==> src/rtl/calc_pkg.sv <==
// Shared constants, key decoding and state encoding for the keypad calculator controller.
package calc_pkg;

    localparam int MAX_DIGITS = 6;
    localparam int CALC_LAT   = 2;
    localparam int DISP_MAX   = 999999;

    localparam int CNT_W = $clog2(MAX_DIGITS + 1);
    localparam int LAT_W = $clog2(CALC_LAT + 1);
    localparam int MAG_W = 20;

    localparam logic [4:0] KEY_EQ  = 5'd15;
    localparam logic [4:0] KEY_CLR = 5'd16;
    localparam logic [4:0] KEY_NEG = 5'd17;

    localparam logic [2:0] OP_ADD = 3'd0;
    localparam logic [2:0] OP_SUB = 3'd1;
    localparam logic [2:0] OP_MUL = 3'd2;
    localparam logic [2:0] OP_DIV = 3'd3;
    localparam logic [2:0] OP_MOD = 3'd4;

    localparam logic [31:0] GLYPH_PLUS  = 32'h0010_0000;
    localparam logic [31:0] GLYPH_MINUS = 32'h0020_0000;
    localparam logic [31:0] GLYPH_MUL   = 32'h0030_0000;
    localparam logic [31:0] GLYPH_DIV   = 32'h0040_0000;
    localparam logic [31:0] GLYPH_MOD   = 32'h0050_0000;
    localparam logic [31:0] GLYPH_ERR   = 32'h00EE_0000;
    localparam logic [31:0] GLYPH_HAPPY = 32'h00A0_0000;

    typedef enum logic [2:0] {
        ST_OP1,
        ST_OPR,
        ST_OP2,
        ST_CALC,
        ST_RES,
        ST_ERR
    } state_e;

    typedef enum logic [2:0] {
        KC_NONE,
        KC_DIGIT,
        KC_OPER,
        KC_EQ,
        KC_CLR,
        KC_NEG
    } key_class_e;

    function automatic key_class_e classify(input logic [4:0] code);
        key_class_e kc;
        kc = KC_NONE;
        if (code <= 5'd9)         kc = KC_DIGIT;
        else if (code <= 5'd14)   kc = KC_OPER;
        else if (code == KEY_EQ)  kc = KC_EQ;
        else if (code == KEY_CLR) kc = KC_CLR;
        else if (code == KEY_NEG) kc = KC_NEG;
        return kc;
    endfunction

    function automatic logic [31:0] glyph_of(input logic [2:0] op);
        logic [31:0] g;
        case (op)
            OP_ADD:  g = GLYPH_PLUS;
            OP_SUB:  g = GLYPH_MINUS;
            OP_MUL:  g = GLYPH_MUL;
            OP_DIV:  g = GLYPH_DIV;
            OP_MOD:  g = GLYPH_MOD;
            default: g = GLYPH_ERR;
        endcase
        return g;
    endfunction

endpackage

==> src/rtl/entry_accum.sv <==
// Decimal entry accumulator: unsigned magnitude, sign flag and digit count,
// presented as a signed 32-bit value.
module entry_accum
    import calc_pkg::*;
(
    input  logic        clk_i,
    input  logic        rst_i,
    input  logic        clr_i,
    input  logic        start_i,
    input  logic        digit_i,
    input  logic        toggle_i,
    input  logic [3:0]  digit_val_i,
    output logic [31:0] value_o
);

    logic [MAG_W-1:0] mag_q, mag_d;
    logic [CNT_W-1:0] cnt_q, cnt_d;
    logic             neg_q, neg_d;
    logic [MAG_W-1:0] mag_app;
    logic [31:0]      mag_ext;
    logic             full;
    logic             digit_ok;

    // The minus sign takes one display position, so a negative entry is one digit shorter.
    assign full     = (cnt_q == CNT_W'(MAX_DIGITS));
    assign digit_ok = !full
                      && !(neg_q && cnt_q == CNT_W'(MAX_DIGITS - 1))
                      && !(mag_q == '0 && digit_val_i == 4'd0);
    assign mag_app  = mag_q * MAG_W'(10) + MAG_W'(digit_val_i);

    always_comb begin
        mag_d = mag_q;
        cnt_d = cnt_q;
        neg_d = neg_q;
        if (clr_i) begin
            mag_d = '0;
            cnt_d = '0;
            neg_d = 1'b0;
        end else if (start_i) begin
            mag_d = MAG_W'(digit_val_i);
            cnt_d = (digit_val_i != 4'd0) ? CNT_W'(1) : '0;
            neg_d = 1'b0;
        end else if (digit_i) begin
            if (digit_ok) begin
                mag_d = mag_app;
                cnt_d = cnt_q + CNT_W'(1);
            end
        end else if (toggle_i) begin
            if (mag_q != '0 && !full) neg_d = ~neg_q;
        end
    end

    always_ff @(posedge clk_i) begin
        if (rst_i) begin
            mag_q <= '0;
            cnt_q <= '0;
            neg_q <= 1'b0;
        end else begin
            mag_q <= mag_d;
            cnt_q <= cnt_d;
            neg_q <= neg_d;
        end
    end

    assign mag_ext = 32'(mag_q);
    assign value_o = neg_q ? (32'd0 - mag_ext) : mag_ext;

endmodule

==> src/rtl/calc_sequencer.sv <==
// Keypad calculator control FSM: builds operands, launches the calculate unit and
// selects what the segment driver shows.
//   state | meaning
//   OP1   | entering operand1
//   OPR   | operator chosen, waiting for first digit of operand2
//   OP2   | entering operand2
//   CALC  | calculate running, keys dropped
//   RES   | result shown, result is operand1
//   ERR   | error glyph shown until clear or a digit
module calc_sequencer
    import calc_pkg::*;
(
    input  logic        sw_clk,
    input  logic        rst,
    input  logic        key_valid,
    input  logic [4:0]  key_code,
    input  logic [31:0] ans,
    output logic [31:0] operand1,
    output logic [31:0] operand2,
    output logic [2:0]  operator,
    output logic        calc_start,
    output logic        busy,
    output logic [31:0] fnd_serial
);

    state_e            state_q, state_d;
    logic [31:0]       op1_q, op1_d;
    logic [31:0]       op2_q, op2_d;
    logic [2:0]        opr_q, opr_d;
    logic              start_q, start_d;
    logic              busy_q, busy_d;
    logic [31:0]       fnd_q, fnd_d;
    logic              refresh_q, refresh_d;
    logic [LAT_W-1:0]  lat_q, lat_d;

    key_class_e        kc;
    logic [2:0]        key_op;
    logic signed [31:0] ans_s;
    logic              ans_bad;

    logic              acc_clr, acc_start, acc_digit, acc_toggle;
    logic [31:0]       acc_value;

    assign kc      = key_valid ? classify(key_code) : KC_NONE;
    assign key_op  = 3'(key_code - 5'd10);
    assign ans_s   = $signed(ans);
    assign ans_bad = (ans == GLYPH_ERR) || (ans_s > DISP_MAX) || (ans_s < -DISP_MAX);

    entry_accum u_entry (
        .clk_i       (sw_clk),
        .rst_i       (rst),
        .clr_i       (acc_clr),
        .start_i     (acc_start),
        .digit_i     (acc_digit),
        .toggle_i    (acc_toggle),
        .digit_val_i (key_code[3:0]),
        .value_o     (acc_value)
    );

    always_comb begin
        state_d    = state_q;
        op1_d      = op1_q;
        op2_d      = op2_q;
        opr_d      = opr_q;
        start_d    = 1'b0;
        busy_d     = busy_q;
        lat_d      = lat_q;
        refresh_d  = 1'b0;
        acc_clr    = 1'b0;
        acc_start  = 1'b0;
        acc_digit  = 1'b0;
        acc_toggle = 1'b0;
        // The entry register settles one edge after an edit, so the display follows it a cycle later.
        fnd_d      = refresh_q ? acc_value : fnd_q;

        if (kc == KC_CLR && state_q != ST_CALC) begin
            op1_d   = '0;
            op2_d   = '0;
            opr_d   = OP_ADD;
            fnd_d   = '0;
            acc_clr = 1'b1;
            state_d = ST_OP1;
        end else begin
            case (state_q)
                ST_OP1: begin
                    if (kc == KC_DIGIT) begin
                        acc_digit = 1'b1;
                        refresh_d = 1'b1;
                    end else if (kc == KC_NEG) begin
                        acc_toggle = 1'b1;
                        refresh_d  = 1'b1;
                    end else if (kc == KC_OPER) begin
                        op1_d   = acc_value;
                        opr_d   = key_op;
                        fnd_d   = glyph_of(key_op);
                        state_d = ST_OPR;
                    end
                end
                ST_OPR: begin
                    if (kc == KC_DIGIT) begin
                        acc_start = 1'b1;
                        refresh_d = 1'b1;
                        state_d   = ST_OP2;
                    end else if (kc == KC_OPER) begin
                        opr_d = key_op;
                        fnd_d = glyph_of(key_op);
                    end
                end
                ST_OP2: begin
                    if (kc == KC_DIGIT) begin
                        acc_digit = 1'b1;
                        refresh_d = 1'b1;
                    end else if (kc == KC_NEG) begin
                        acc_toggle = 1'b1;
                        refresh_d  = 1'b1;
                    end else if (kc == KC_EQ) begin
                        op2_d   = acc_value;
                        start_d = 1'b1;
                        busy_d  = 1'b1;
                        lat_d   = LAT_W'(CALC_LAT);
                        state_d = ST_CALC;
                    end
                end
                ST_CALC: begin
                    if (lat_q == '0) begin
                        busy_d = 1'b0;
                        if (ans_bad) begin
                            fnd_d   = GLYPH_ERR;
                            state_d = ST_ERR;
                        end else begin
                            op1_d   = ans;
                            fnd_d   = ans;
                            state_d = ST_RES;
                        end
                    end else begin
                        lat_d = lat_q - LAT_W'(1);
                    end
                end
                ST_RES, ST_ERR: begin
                    if (kc == KC_OPER && state_q == ST_RES) begin
                        opr_d   = key_op;
                        fnd_d   = glyph_of(key_op);
                        state_d = ST_OPR;
                    end else if (kc == KC_DIGIT) begin
                        op1_d     = '0;
                        op2_d     = '0;
                        opr_d     = OP_ADD;
                        acc_start = 1'b1;
                        refresh_d = 1'b1;
                        state_d   = ST_OP1;
                    end
                end
                default: state_d = ST_OP1;
            endcase
        end
    end

    always_ff @(posedge sw_clk) begin
        if (rst) begin
            state_q   <= ST_OP1;
            op1_q     <= '0;
            op2_q     <= '0;
            opr_q     <= OP_ADD;
            start_q   <= 1'b0;
            busy_q    <= 1'b0;
            fnd_q     <= GLYPH_HAPPY;
            refresh_q <= 1'b0;
            lat_q     <= '0;
        end else begin
            state_q   <= state_d;
            op1_q     <= op1_d;
            op2_q     <= op2_d;
            opr_q     <= opr_d;
            start_q   <= start_d;
            busy_q    <= busy_d;
            fnd_q     <= fnd_d;
            refresh_q <= refresh_d;
            lat_q     <= lat_d;
        end
    end

    assign operand1   = op1_q;
    assign operand2   = op2_q;
    assign operator   = opr_q;
    assign calc_start = start_q;
    assign busy       = busy_q;
    assign fnd_serial = fnd_q;

endmodule
==> config.mk <==
export PLATFORM = sky130hd
export DESIGN_NAME = calc_sequencer
export DESIGN_NICKNAME = d
export VERILOG_FILES = /design/src/rtl/calc_pkg.sv /design/src/rtl/entry_accum.sv /design/src/rtl/calc_sequencer.sv
export SDC_FILE = /design/constraint.sdc
export NUM_CORES = 1
export LEC_CHECK = 0
export BUFFER_PORTS_ARGS = -buffer_cell sky130_fd_sc_hd__clkbuf_2
export CAP_MARGIN = 20
export CORE_MARGIN = 1
export CORE_UTILIZATION = 55
export CTS_BUF_LIST = sky130_fd_sc_hd__clkbuf_2 sky130_fd_sc_hd__clkbuf_4 sky130_fd_sc_hd__clkbuf_8
export CTS_CLUSTER_DIAMETER = 50
export DETAILED_ROUTE_END_ITERATION = 10
export GPL_TIMING_DRIVEN = 0
export MAX_ROUTING_LAYER = met4
export PLACE_DENSITY = 0.8
export SYNTH_ARGS = -nofsm -noshare
export SYNTH_HDL_FRONTEND = slang
export SYNTH_SLANG_ARGS = --single-unit
==> constraint.sdc <==
create_clock -name sw_clk -period 4 [get_ports sw_clk]
set_input_delay 0.2 -clock sw_clk [delete_from_list [all_inputs] [get_ports sw_clk]]
set_output_delay 0.2 -clock sw_clk [all_outputs]
set_load 0.02 [all_outputs]
==> metrics.csv <==
stage,metric,value,unit
clock_network,TritonCTS Sinks,120,
synthesis,top-area cell type share of the netlist area,33.5,%
route,Vias/cell,5.84,
sta,Worst Clk Skew,0.0150,ns
final_layout,# fillers,1090,
critical_path,crit path kind,reg -> reg,
pwr,worst vdd ir,204,uV
grt,initial antenna violation count,0,
grt,vias in the first global route,6561,
synthesis,compound-cell area share of the yosys netlist,23.4,%
critical_path,CP startpoint kind,flip-flop,
clock_network,Setup Buffers After CTS,0,
synthesis,Async SR Flop Fraction,0,%
min_path,worst min path class,in -> reg,
grt,largest net degree at the start of global routing,17,
clock_network,number of buffers created by CTS,17,
placed_design,Placed Cells incl. Taps,1209,
clock_network,Worst-Skew Late Latency,0.46,ns
final_layout,Finished Core Util,66.9,%
route,wire per inst,17.3,um
synthesis,sequential-to-total area share from yosys stat,33.5,%
synthesis,mux cell area share after synthesis,3.74,%
synthesis,Cells after Synth,897,
critical_path,Max Fanout on Critical Path,9,
final_layout,P&R area growth vs syn,18.3,%
synthesis,Post-synth EDFFs,0,
synthesis,Synth Area in Adders,7.72,%
critical_path,crit path DAT,3.96,ns
synthesis,"FF+latch count, synth",120,
sta,# setup viols final,0,
sta,fin. max-slew vios,0,
die,Die W,116,um
status,status,"finished, final reports clean",
sta,Tightest Pin Transition,0.868,ns
critical_path,CP Capture Type,flip-flop,
grt,Tot GR Track Use,33.3,%
grt,global-route wire length before repair,33300,um
sta,final hold violations,0,
synthesis,top-count cell post-synth,nor2_1,
placed_design,input/output buffers,140,
critical_path,CP required,4.37,ns
placed_design,DPL Wire Length,16600,um
pwr,PwrDens,371,mW/mm^2
route,Residual DRC,0,
synthesis,unique cell type count in the Yosys netlist,67,
final_layout,multi-input combinational cell area,0.00441,mm^2
sta,TNS Setup,0,ns
synthesis,largest family of logic cells by synthesized area,compound AO/OA/AOI/OAI gates,
synthesis,fraction of the mapped netlist area in simple logic gates,20.4,%
final_layout,non-filler instance count after layout,1241,
synthesis,most instantiated cells after synthesis,"142 x nor2_1, 120 x dfxtp_1, 80 x a21oi_1, 75 x nand2_1, 41 x ha_1",
critical_path,FF-to-FF Start,u_entry.mag_q[0],
sta,Slew HR,41.9,%
die,num rows,41,
synthesis,mapped cell area,0.00716,mm^2
pwr,leakage,3.65,nW
die,IO Count,141,
sta,FMAX,0.278,GHz
clock_network,htree depth,4,
synthesis,Syn Area/Cell,7.99,um^2
die,Initial Utilization,56.5,%
synthesis,largest cells by area after synthesis,"dfxtp_1 34%, nor2_1 7.4%, ha_1 7.2%",
sta,Final min period,3.60,ns
grt,gr ovfl total,0,
critical_path,r2r setup slk,0.40,ns
final_layout,Sequential Area,0.00240,mm^2
route,DRT iter0 DRCs,580,
sta,period utilisation layout,89.9,%
synthesis,synth warn,0,
die,Die Ht,116,um
route,DRT Pass-1 Iters,5,
die,core area,0.0127,mm^2
sta,RSZ-0062 raised after global routing,false,
final_layout,layout cells sized above 1,19.6,%
clock_network,CTS tree,built,
route,Vias,7246,
synthesis,Post-Synth XOR/XNOR Area,6.24,%
min_path,Worst Hold Depth,2,
synthesis,"area leader, netlist",dfxtp_1,
synthesis,Synth Flop Type,dfxtp_1,
min_path,Hold EP,lat_q[0],
min_path,Min-Delay Startpoint,rst,
final_layout,# diodes,0,
clock_network,root buf cell,clkbuf_8,
critical_path,R2R Path End,u_entry.mag_q[18],
final_layout,Total Nets Final,1139,
route,routed wire length,21400,um
route,remaining antenna violation count,0,
placed_design,GP Congestion,1.03,
clock_network,CTS max path bufs,2,
critical_path,cells on worst reg2reg path,13,
run,Max Cap Viol,0,
die,die area,0.0135,mm^2
clock_network,"Reg clk slew, reported paths",0.08,ns
synthesis,Syn Nets,980,
-- logic make-up after synthesis --
kind of cell | after synthesis
compound gates | 255
xor+xnor | 51
fa+ha+maj | 43
buf+inv | 82
flops | 120
mux | 26
simple gates | 320
-- flip-flops by register name, indices dropped and copies added, names as in the netlist, 2 cells and up --
signal,count
fnd_serial,32
lat_q,2
operand1,32
operand2,21
operator,3
state_q,3
u_entry.cnt_q,3
u_entry.mag_q,20
-- worst max-delay path, stage by stage (launching register included) --
cell and delay [ns]:
dfxtp_1 0.63, ha_1 0.24, ha_1 0.20, inv_1 0.07, fa_1 0.40, nor2b_1 0.22, o211a_1 0.24, o31ai_1 0.12
a221oi_2 0.40, nand3_1 0.16, nor2_1 0.27, nand4_1 0.15, xor2_1 0.18, a211oi_1 0.23
-- stage by stage --
step	area, um^2	power, mW	setup WS, ns	hold slack (ns)
3_3_place_gp	8080	2.07	0.387	0.439
4_1_cts	8470	3.13	0.262	0.00628
2_1_floorplan	7160	1.86	0.922	0.269
3_5_place_dp	8080	2.08	0.293	0.444
5_1_grt	8470	3.29	0.141	0.0143
6_report	8470	3.15	0.404	0.00861
-- power breakdown --
part           switching (mW)  internal, mW  total (mW)  leakage [nW]
clock network           0.614         0.466        1.08         0.192
logic                   0.457         0.270       0.727          2.48
registers              0.0739          1.27        1.34         0.975
-- what timing repair did --
| action | in CTS | in global routing |
|---|---|---|
| resized for setup | 0 | 1 |
| setup endpoints to repair | 0 | 4 |
| hold buffers | 0 | 0 |
-- metal layers --
layer  wire [um]  track usage (%)  part of all wire [%]
met5           0                -                     0
met4         739             15.0                   3.5
met3        1640             6.69                   7.7
met2        9760             53.6                    46
met1        9270             40.3                    43
-- cells in the final DEF, fill, tap and decap left out, drive strengths merged, types with 10 or more instances in the layout --
master / instances
nor2: 142
o21a: 19
xnor2: 23
or3: 10
nor3: 15
inv: 34
nand2: 75
a21oi: 81
ha: 41
a22oi: 18
a211oi: 38
dfxtp: 120
mux2i: 23
nor2b: 12
buf: 17
xor2: 28
nand3: 20
o21ai: 37
clkbuf: 198
-- worst max path at each step --
stage / startpoint / endpoint / slack (ns) / cells after the start
after floorplan: u_entry.mag_q[1] / u_entry.mag_q[18] / 0.92 / 13
after global placement: u_entry.mag_q[0] / u_entry.mag_q[18] / 0.39 / 13
after detailed placement: u_entry.mag_q[0] / u_entry.mag_q[18] / 0.29 / 13
after CTS: u_entry.mag_q[0] / u_entry.mag_q[18] / 0.26 / 13
after global routing: u_entry.mag_q[0] / u_entry.mag_q[19] / 0.14 / 13
final: u_entry.mag_q[0] / u_entry.mag_q[18] / 0.40 / 13
-- final cells by class --
type                    count  area share, %
multi-input cells         695           52.1
flip-flops and latches    120           28.4
repair buffers            140           8.27
plain buffers              58           3.15
clock buffers              17           2.76
well taps                 172           2.54
clock inverters            15           1.82
inverters                  24           1.06
No activity file was read; power rests on OpenSTA's default activity.
